### config.mk
export PLATFORM = sky130hd
export DESIGN_NAME = button_debounce
export DESIGN_NICKNAME = d
export VERILOG_FILES = /design/src/rtl/blp_pkg.sv /design/src/rtl/sync_2ff.sv /design/src/rtl/button_debounce.sv
export SDC_FILE = /design/constraint.sdc
export NUM_CORES = 1
export LEC_CHECK = 0
export ABC_AREA = 1
export CELL_PAD_IN_SITES_DETAIL_PLACEMENT = 0
export CELL_PAD_IN_SITES_GLOBAL_PLACEMENT = 1
export CORE_ASPECT_RATIO = 0.6
export CORE_MARGIN = 1
export CORE_UTILIZATION = 25
export CTS_BUF_LIST = sky130_fd_sc_hd__clkbuf_4 sky130_fd_sc_hd__clkbuf_8
export DETAILED_ROUTE_END_ITERATION = 8
export HOLD_SLACK_MARGIN = 0.12
export PLACE_DENSITY = 0.52
export SLEW_MARGIN = 30
export SYNTH_ARGS = -nofsm -noshare
export SYNTH_HDL_FRONTEND = slang
export SYNTH_SLANG_ARGS = --single-unit
### constraint.sdc
create_clock -name clock -period 2.21 [get_ports clock]
set_input_delay 0.3315 -clock clock [delete_from_list [all_inputs] [get_ports clock]]
set_output_delay 0.3315 -clock clock [all_outputs]
set_load 0.01 [all_outputs]
### src/rtl/blp_pkg.sv
// blp_pkg: shared FSM encoding and ms-to-cycles helpers for board-I/O blocks.
package blp_pkg;

    typedef logic [1:0] blp_state_t;

    localparam blp_state_t ST_RELEASED     = 2'd0;
    localparam blp_state_t ST_PRESS_WAIT   = 2'd1;
    localparam blp_state_t ST_PUSHED       = 2'd2;
    localparam blp_state_t ST_RELEASE_WAIT = 2'd3;

    function automatic int ms_to_cycles(input int freq_hz, input int ms);
        return (freq_hz / 1000) * ms;
    endfunction

    function automatic int at_least_one(input int v);
        return (v < 1) ? 1 : v;
    endfunction

endpackage

### src/rtl/sync_2ff.sv
// sync_2ff: two-flop synchronizer for a single asynchronous bit.
module sync_2ff #(
    parameter logic RESET_VAL = 1'b0
) (
    input  logic clock,
    input  logic reset_n,
    input  logic d_i,
    output logic q_o
);

    logic meta_q;
    logic sync_q;

    always_ff @(posedge clock or negedge reset_n) begin
        if (!reset_n) begin
            meta_q <= RESET_VAL;
            sync_q <= RESET_VAL;
        end else begin
            meta_q <= d_i;
            sync_q <= meta_q;
        end
    end

    assign q_o = sync_q;

endmodule

### src/rtl/button_debounce.sv
// button_debounce: synchronizes and debounces a board button, producing level,
// press/release/long-press strobes and a toggle.
module button_debounce
    import blp_pkg::*;
#(
    parameter int clock_freq    = 24_000_000,
    parameter int debounce_ms   = 10,
    parameter int long_press_ms = 1000,
    parameter bit active_low    = 1
) (
    input  logic clock,
    input  logic reset_n,
    input  logic button,
    output logic pressed,
    output logic press_pulse,
    output logic release_pulse,
    output logic long_press_pulse,
    output logic toggle
);

    localparam int DEBOUNCE_COUNT = at_least_one(ms_to_cycles(clock_freq, debounce_ms));
    localparam int LONG_COUNT     = at_least_one(ms_to_cycles(clock_freq, long_press_ms));
    localparam int DW             = $clog2(DEBOUNCE_COUNT + 1);
    localparam int LW             = $clog2(LONG_COUNT + 1);
    localparam bit DEB_ONE        = (DEBOUNCE_COUNT == 1);

    // The entry edge into a wait state is the first stable sample, so the
    // counter holds (samples seen - 1) and acceptance is one short of DEBOUNCE_COUNT-1.
    localparam logic [DW-1:0] DEB_LAST  = DW'((DEBOUNCE_COUNT >= 2) ? DEBOUNCE_COUNT - 2 : 0);
    localparam logic [LW-1:0] LONG_LAST = LW'(LONG_COUNT - 1);
    localparam logic [LW-1:0] LONG_MAX  = LW'(LONG_COUNT);

    logic          btn_sync;
    logic          push_s;
    blp_state_t    state_q, state_d;
    logic [DW-1:0] stab_q, stab_d;
    logic [LW-1:0] hold_q, hold_d;
    logic          pressed_q, pressed_d;
    logic          press_q, press_d;
    logic          release_q, release_d;
    logic          long_q, long_d;
    logic          toggle_q, toggle_d;
    logic          go_push, go_release;

    sync_2ff #(
        .RESET_VAL(active_low ? 1'b1 : 1'b0)
    ) u_sync (
        .clock  (clock),
        .reset_n(reset_n),
        .d_i    (button),
        .q_o    (btn_sync)
    );

    assign push_s = active_low ? ~btn_sync : btn_sync;

    always_comb begin
        state_d    = state_q;
        stab_d     = stab_q;
        hold_d     = hold_q;
        pressed_d  = pressed_q;
        toggle_d   = toggle_q;
        press_d    = 1'b0;
        release_d  = 1'b0;
        long_d     = 1'b0;
        go_push    = 1'b0;
        go_release = 1'b0;
        case (state_q)
            ST_RELEASED: begin
                if (push_s) begin
                    state_d = ST_PRESS_WAIT;
                    stab_d  = '0;
                    go_push = DEB_ONE;
                end
            end
            ST_PRESS_WAIT: begin
                if (!push_s)
                    state_d = ST_RELEASED;
                else if (stab_q == DEB_LAST)
                    go_push = 1'b1;
                else
                    stab_d = stab_q + 1'b1;
            end
            ST_PUSHED: begin
                hold_d = (hold_q == LONG_MAX) ? hold_q : hold_q + 1'b1;
                long_d = (hold_q == LONG_LAST);
                if (!push_s) begin
                    state_d    = ST_RELEASE_WAIT;
                    stab_d     = '0;
                    go_release = DEB_ONE;
                end
            end
            default: begin
                // A bounce back to pushed keeps the hold count so a long press still lands.
                if (push_s)
                    state_d = ST_PUSHED;
                else if (stab_q == DEB_LAST)
                    go_release = 1'b1;
                else
                    stab_d = stab_q + 1'b1;
            end
        endcase
        if (go_push) begin
            state_d   = ST_PUSHED;
            pressed_d = 1'b1;
            press_d   = 1'b1;
            toggle_d  = ~toggle_q;
            hold_d    = '0;
        end
        if (go_release) begin
            state_d   = ST_RELEASED;
            pressed_d = 1'b0;
            release_d = 1'b1;
        end
    end

    always_ff @(posedge clock or negedge reset_n) begin
        if (!reset_n) begin
            state_q   <= ST_RELEASED;
            stab_q    <= '0;
            hold_q    <= '0;
            pressed_q <= 1'b0;
            press_q   <= 1'b0;
            release_q <= 1'b0;
            long_q    <= 1'b0;
            toggle_q  <= 1'b0;
        end else begin
            state_q   <= state_d;
            stab_q    <= stab_d;
            hold_q    <= hold_d;
            pressed_q <= pressed_d;
            press_q   <= press_d;
            release_q <= release_d;
            long_q    <= long_d;
            toggle_q  <= toggle_d;
        end
    end

    assign pressed          = pressed_q;
    assign press_pulse      = press_q;
    assign release_pulse    = release_q;
    assign long_press_pulse = long_q;
    assign toggle           = toggle_q;

endmodule

==> impl_metrics.ini, run 1 <==
[logic_synthesis]
yosysWarnings = 0
synth_flop_cell = dfrtp_1
post-synth-top-area-cell = dfrtp_1
synth_most_common_cell = nand2_1
synth_cell_type_count = 28
synth_edf_count = 0
avgSynthCellArea_sq_um = 6.77
synthTopCellsByCount = 167 x nand2_1, 79 x nor2_1, 74 x nand3_1
post_synth_inst_count = 522
async_flop_share_pct = 100
synth_top_area_share_pct = 35.4
synth-seq-cells = 52
synthTopCellsByArea = dfrtp_1 35%, nand2_1 18%, nand3_1 10%
synth_area_sq_um = 3540
syn_nets = 533
ys_seq_area_share_pct = 36.9

[clocking]
root_buffer = clkbuf_8
clk_path_buf_depth = 2
cts_buffers = 5
cts_tree = built
clk-insertion-delay-late_ps = 320
htreeDepth = 2
path_clk_slew_ps = 110
clkSinkCount = 52

[pwr]
p_sw_share_pct = 34.7
pwr-share-clk_pct = 29.6
p_switching_mw = 0.749
p_leak_nw = 1.84
p_seq_share_pct = 47.6
pwr-share-comb_pct = 22.7
p_per_area_nw_per_um2 = 538
p_int_mw = 1.41
vdd_drop_max_mv = 0.202

[timing]
clock.fmax_mhz = 503
rsz0062_at_grt = no
drv_slew = 0
tightest_slew_ps = 641
min_period_ps = 1990
setup_tns_ps = 0
max_slew_margin_pct = 57.2
finalSetupViolations = 0
fin_worst_skew_ps = 11.1
final.period_utilization_pct = 90.0
final_hold_viol_count = 0

[min_path]
hold_class = flop to flop
hold_start = u_sync.meta_q$_DFF_PN1_

[critical_path]
worst-endpoint-arrival_ps = 2180
crit_buf_inv = 2
crit_path_end_kind = flop
cp_max_fo = 12
path_class = flop to flop
cp-startpoint = stab_q[0]$_DFFE_PN0P_
crit_chain = inv_1 > ha_1 > inv_1 > nor2_1 > nand2_1 > nor2_4 > nand3_4 > o21ai_2 > o21ai_1
cp_top_family = compound AO/OA/AOI/OAI gates
r2r-start = stab_q[0]$_DFFE_PN0P_
critPathMaxStageDelay_ps = 570
start_kind = flop
cp_common_cell = inv_1
required_ps = 2400
crit_path_top_delay_cell = o21ai_2

[final_layout]
num-nets-final = 550
n_fill_cell = 1539
fin_cells = 732
drive_above_1_share_pct = 7.41
diodes = 0
syn2layout_area_growth_pct = 13.4

[routing]
ant_nets = 0
routed_wl_mm = 10.8
wl_per_cell_microns = 14.8
drt-pass1-iter-count = 5
drc = 0
first_iter_violations = 201
vias = 3252
via_per_inst = 4.44

[placed_design]
placed_cells = 722
port_buffers = 7
routabilityCongestion = 0.781
dp_hpwl_mm = 7.78

[die]
die_x_microns = 156
initial_core_util_pct = 25.8
dieArea_sq_um = 14600
rows = 33
core_sq_um = 13700
die_h_microns = 94.1
io-pin-count = 8

[job]
maxCapViolations = 0

[global_route]
grt_max_degree = 37
grt_pass1_wl_mm = 17.7
grt_use_total_pct = 16.0
antenna_found_initial = 0
grt-ovfl-total = 0
grt_pass1_vias = 3084

[run_status]
status = finished, final reports clean
## cell type report
| cell class | count | area [sq um] | share of cell area, % |
|---|---|---|---|
| Tap cell | 192 | 240 | 5.99 |
| Timing Repair Buffer | 23 | 213 | 5.31 |
| Inverter | 51 | 191 | 4.78 |
| Clock buffer | 8 | 97.6 | 2.43 |
| Multi-Input combinational cell | 406 | 1960 | 49.0 |
| Sequential cell | 52 | 1300 | 32.5 |
## cells in the final DEF, fill, tap and decap left out, types with 2 or more instances in the layout
| cell type | instances |
|---|---|
| nand2_1 | 167 |
| nor2_1 | 79 |
| nand3_1 | 74 |
| dfrtp_1 | 50 |
| inv_1 | 47 |
| xor2_1 | 20 |
| buf_4 | 13 |
| nand4_1 | 11 |
| nand3b_1 | 11 |
| o21ai_0 | 9 |
| o21ai_1 | 8 |
| ha_1 | 8 |
| clkbuf_8 | 6 |
| clkdlybuf4s50_1 | 6 |
| inv_2 | 4 |
| xnor2_1 | 3 |
| nor3_1 | 3 |
| nand2_2 | 2 |
| or2_2 | 2 |
| clkbuf_4 | 2 |
| buf_12 | 2 |
| dfstp_2 | 2 |
## layer usage
| metal | track usage, % | wire [microns] | vias to the layer above |
|---|---|---|---|
| li1 | - | - | 1688 |
| met1 | 27.7 | 6680 | 1492 |
| met2 | 18.8 | 3570 | 64 |
| met3 | 2.86 | 526 | 8 |
| met4 | 3.02 | 72 | 0 |
| met5 | 0 | 0 | - |
## final timing paths
kind | to | slack (ps) | cells past startpoint
worst max-delay path | stab_q[11]$_DFFE_PN0P_ | 220 | 9
worst min-delay path | u_sync.q_o$_DFF_PN1_ | 370 | 0
worst min register to register | u_sync.q_o$_DFF_PN1_ | 370 | 0
max in group asynchronous | u_sync.q_o$_DFF_PN1_ | 1080 | 3
worst max register to register | stab_q[11]$_DFFE_PN0P_ | 220 | 9
min in group asynchronous | hold_q[23]$_DFFE_PN0P_ | 500 | 2
## worst reg2reg max path, stage by stage, from the launching register on
cell and delay, ps:
dfrtp_1 390, inv_1 110, ha_1 160, inv_1 70, nor2_1 90, nand2_1 90
nor2_4 120, nand3_4 130, o21ai_2 570, o21ai_1 140
## power by group through the flow
stage | Clock [mW] | Combinational [mW] | Sequential [mW]
finish | 0.639 | 0.491 | 1.03
global route | 0.708 | 0.551 | 1.03
CTS | 0.680 | 0.466 | 1.03
detailed placement | 0 | 0.462 | 1.04
global placement | 0 | 0.477 | 1.05
floorplan | 0 | 0.318 | 1.04
## kinds of logic after synthesis
logic type | count (synthesis) | share of synthesized area, %
XOR/XNOR | 23 | 5.70
buffers and inverters | 65 | 7.96
AO/OA/AOI/OAI | 21 | 3.40
adder cells (fa/ha/maj) | 8 | 2.83
AND/OR/NAND/NOR | 353 | 43.2
flip-flops | 52 | 36.9
## repair_timing
item | CTS | global route
endpoints found under the setup margin | 0 | 10
hold buffers | 1 | 0
endpoints found under the hold margin | 16 | 0
gates resized for setup | 0 | 1
setup buffers | 0 | 0
## state kept, by name (all words and copies together), names as in the netlist
name and cells:
toggle 1, state_q 2, long_press_pulse 1, release_pulse 1
pressed 1, u_sync.q_o 1, u_sync.meta_q 1, hold_q 25
stab_q 18, press_pulse 1
## stage by stage
| step | instance area [sq um] | worst slack (ps) | hold slack [ps] | total power [mW] | utilization [%] |
|---|---|---|---|---|---|
| after global routing | 4010 | 23.1 | 370 | 2.29 | 29.2 |
| after floorplan | 3540 | 585 | 35.9 | 1.36 | - |
| after detailed placement | 3890 | 211 | 325 | 1.51 | 28.4 |
| after global placement | 3890 | 179 | 328 | 1.52 | 28.4 |
| final | 4010 | 222 | 371 | 2.16 | 29.2 |
| after CTS | 4000 | 153 | 373 | 2.17 | 29.2 |
Note: power is estimated with default switching activity, not from simulation.
==> run 2, diff against run 1 <==
SLEW_MARGIN = 20   (was 30)
==> results of run 2 <==
Same layout as run 1: the final DEF is identical, and so are final timing and power.
==> run 3, diff against run 2 <==
clock period = 2.2 ns   (was 2.21 ns; I/O delays follow)
==> run 3 against run 2 <==
Against the previous run:
- core utilization is 0.18 points higher
- final cell count is 0.14% higher
- register-to-register slack better by 50 ps
- critical path depth stayed put
- sequential cell count stayed put
- global-route usage is 0.17 points higher
- worst setup slack better by 52 ps
- clock power is 4.2% lower
- wire length is 0.16% higher
- largest power group unchanged
==> impl_metrics.ini, run 3 (same netlist as run 1, synthesis figures left out) <==
[run_status]
status = finished, final reports clean

[pwr]
vdd_drop_max_mv = 0.203
p_per_area_nw_per_um2 = 536
p_leak_nw = 1.85
p_total_mw = 2.16

[final_layout]
top_register = hold_q
largest_register_ffs = 25
final_area_sq_um = 4030
diodes = 0
reg_top3 = hold_q x25, stab_q x18, state_q x2
final_common_cell = nand2_1
drive_above_1_share_pct = 7.76
layout_common_cells = 166 x nand2_1, 79 x nor2_1, 74 x nand3_1
syn2layout_area_growth_pct = 14.1
num-nets-final = 551

[die]
dieArea_sq_um = 14600
die_x_microns = 156
rows = 33
core_sq_um = 13700
io-pin-count = 8
initial_core_util_pct = 25.8
die_h_microns = 94.1

[critical_path]
required_ps = 2450
worst-endpoint-arrival_ps = 2180
path_class = flop to flop
crit_path_end_kind = flop
cp_max_fo = 10
start_kind = flop

[min_path]
hold_class = flop to flop

[placed_design]
dp_hpwl_mm = 7.89
port_buffers = 7
routabilityCongestion = 0.793
placed_cell_area_sq_um = 3910

[global_route]
grt-ovfl-total = 0
grt_use_total_pct = 16.2
grt_pass1_wl_mm = 17.8
grt_max_degree = 37
antenna_found_initial = 0
grt_pass1_vias = 3087

[clocking]
htreeDepth = 2
path_clk_slew_ps = 110
clk_path_buf_depth = 2
clkSinkCount = 52
cts_tree = built
clk-insertion-delay-late_ps = 320
cts_buffers = 5
root_buffer = clkbuf_8
post_cts_buffers = 0

[routing]
via_per_inst = 4.53
ant_nets = 0
drt-pass1-iter-count = 5
vias = 3319
routed_wl_mm = 10.9
first_iter_violations = 288
drc = 0
wl_per_cell_microns = 14.8

[timing]
final.period_utilization_pct = 87.6
final_hold_viol_count = 0
setup_tns_ps = 0
rsz0062_at_grt = no
max_slew_margin_pct = 62.4
tightest_slew_ps = 562
fin_worst_skew_ps = 16.7
finalSetupViolations = 0
drv_slew = 0
min_period_ps = 1930
clock.fmax_mhz = 519

[job]
maxCapViolations = 0
[run 3: worst max-delay path, cell delays in order, from the launching register on]
cell     delay, ps
dfrtp_1        390
inv_1           80
ha_1           280
inv_1          150
nand2_1         80
a21oi_2        350
nand2_1        110
nand2_2        230
nand3_1        100
nand2_1         70
[run 3: power breakdown]
group	switching (mW)	internal [mW]
clock	0.359	0.253
combinational	0.371	0.146
sequential	0.0375	0.994
[run 3: final cells by class]
| class | instances | area [sq um] |
|---|---|---|
| timing repair buffer | 24 | 233 |
| clock buffer | 6 | 82.6 |
| multi-input combinational | 406 | 1970 |
| sequential | 52 | 1300 |
| fill | 1535 | 9670 |
| inverter | 51 | 191 |
| clock inverter | 2 | 10.0 |
| tap | 192 | 240 |
[run 3: per-stage QoR]
stage / util, % / hold WS [ps] / instances / worst slack [ps]
after global routing: 29.4 / 370 / 733 / 74.0
after detailed placement: 28.5 / 320 / 723 / 153
after CTS: 29.3 / 369 / 732 / 143
after global placement: 28.5 / 324 / 723 / 209
after floorplan: - / 34.4 / 522 / 575
final: 29.4 / 363 / 733 / 274
[run 3: final timing paths]
| check | from | to | slack (ps) | cells after the start |
|---|---|---|---|---|
| worst max-delay path | state_q[0]$_DFFE_PN0P_ | stab_q[2]$_DFFE_PN0P_ | 270 | 9 |
| min in group asynchronous | reset_n | hold_q[23]$_DFFE_PN0P_ | 500 | 2 |
| max in group asynchronous | reset_n | u_sync.meta_q$_DFF_PN1_ | 1080 | 3 |
| worst min-delay path | u_sync.meta_q$_DFF_PN1_ | u_sync.q_o$_DFF_PN1_ | 360 | 0 |
| worst min register to register | u_sync.meta_q$_DFF_PN1_ | u_sync.q_o$_DFF_PN1_ | 360 | 0 |
| worst max register to register | state_q[0]$_DFFE_PN0P_ | stab_q[2]$_DFFE_PN0P_ | 270 | 9 |
[run 3: repair_timing]
item,4_1_cts,5_1_grt
endpoints found under the setup margin,0,18
hold buffers,1,0
gates resized for setup,0,3
endpoints found under the hold margin,16,0
[run 3: routing by layer]
layer | vias up | routed length (microns) | GRT usage, %
met5 | - | 0 | 0
met4 | 0 | 46 | 2.53
met3 | 5 | 560 | 3.55
met2 | 64 | 3640 | 19.3
met1 | 1557 | 6620 | 27.5
li1 | 1693 | - | -
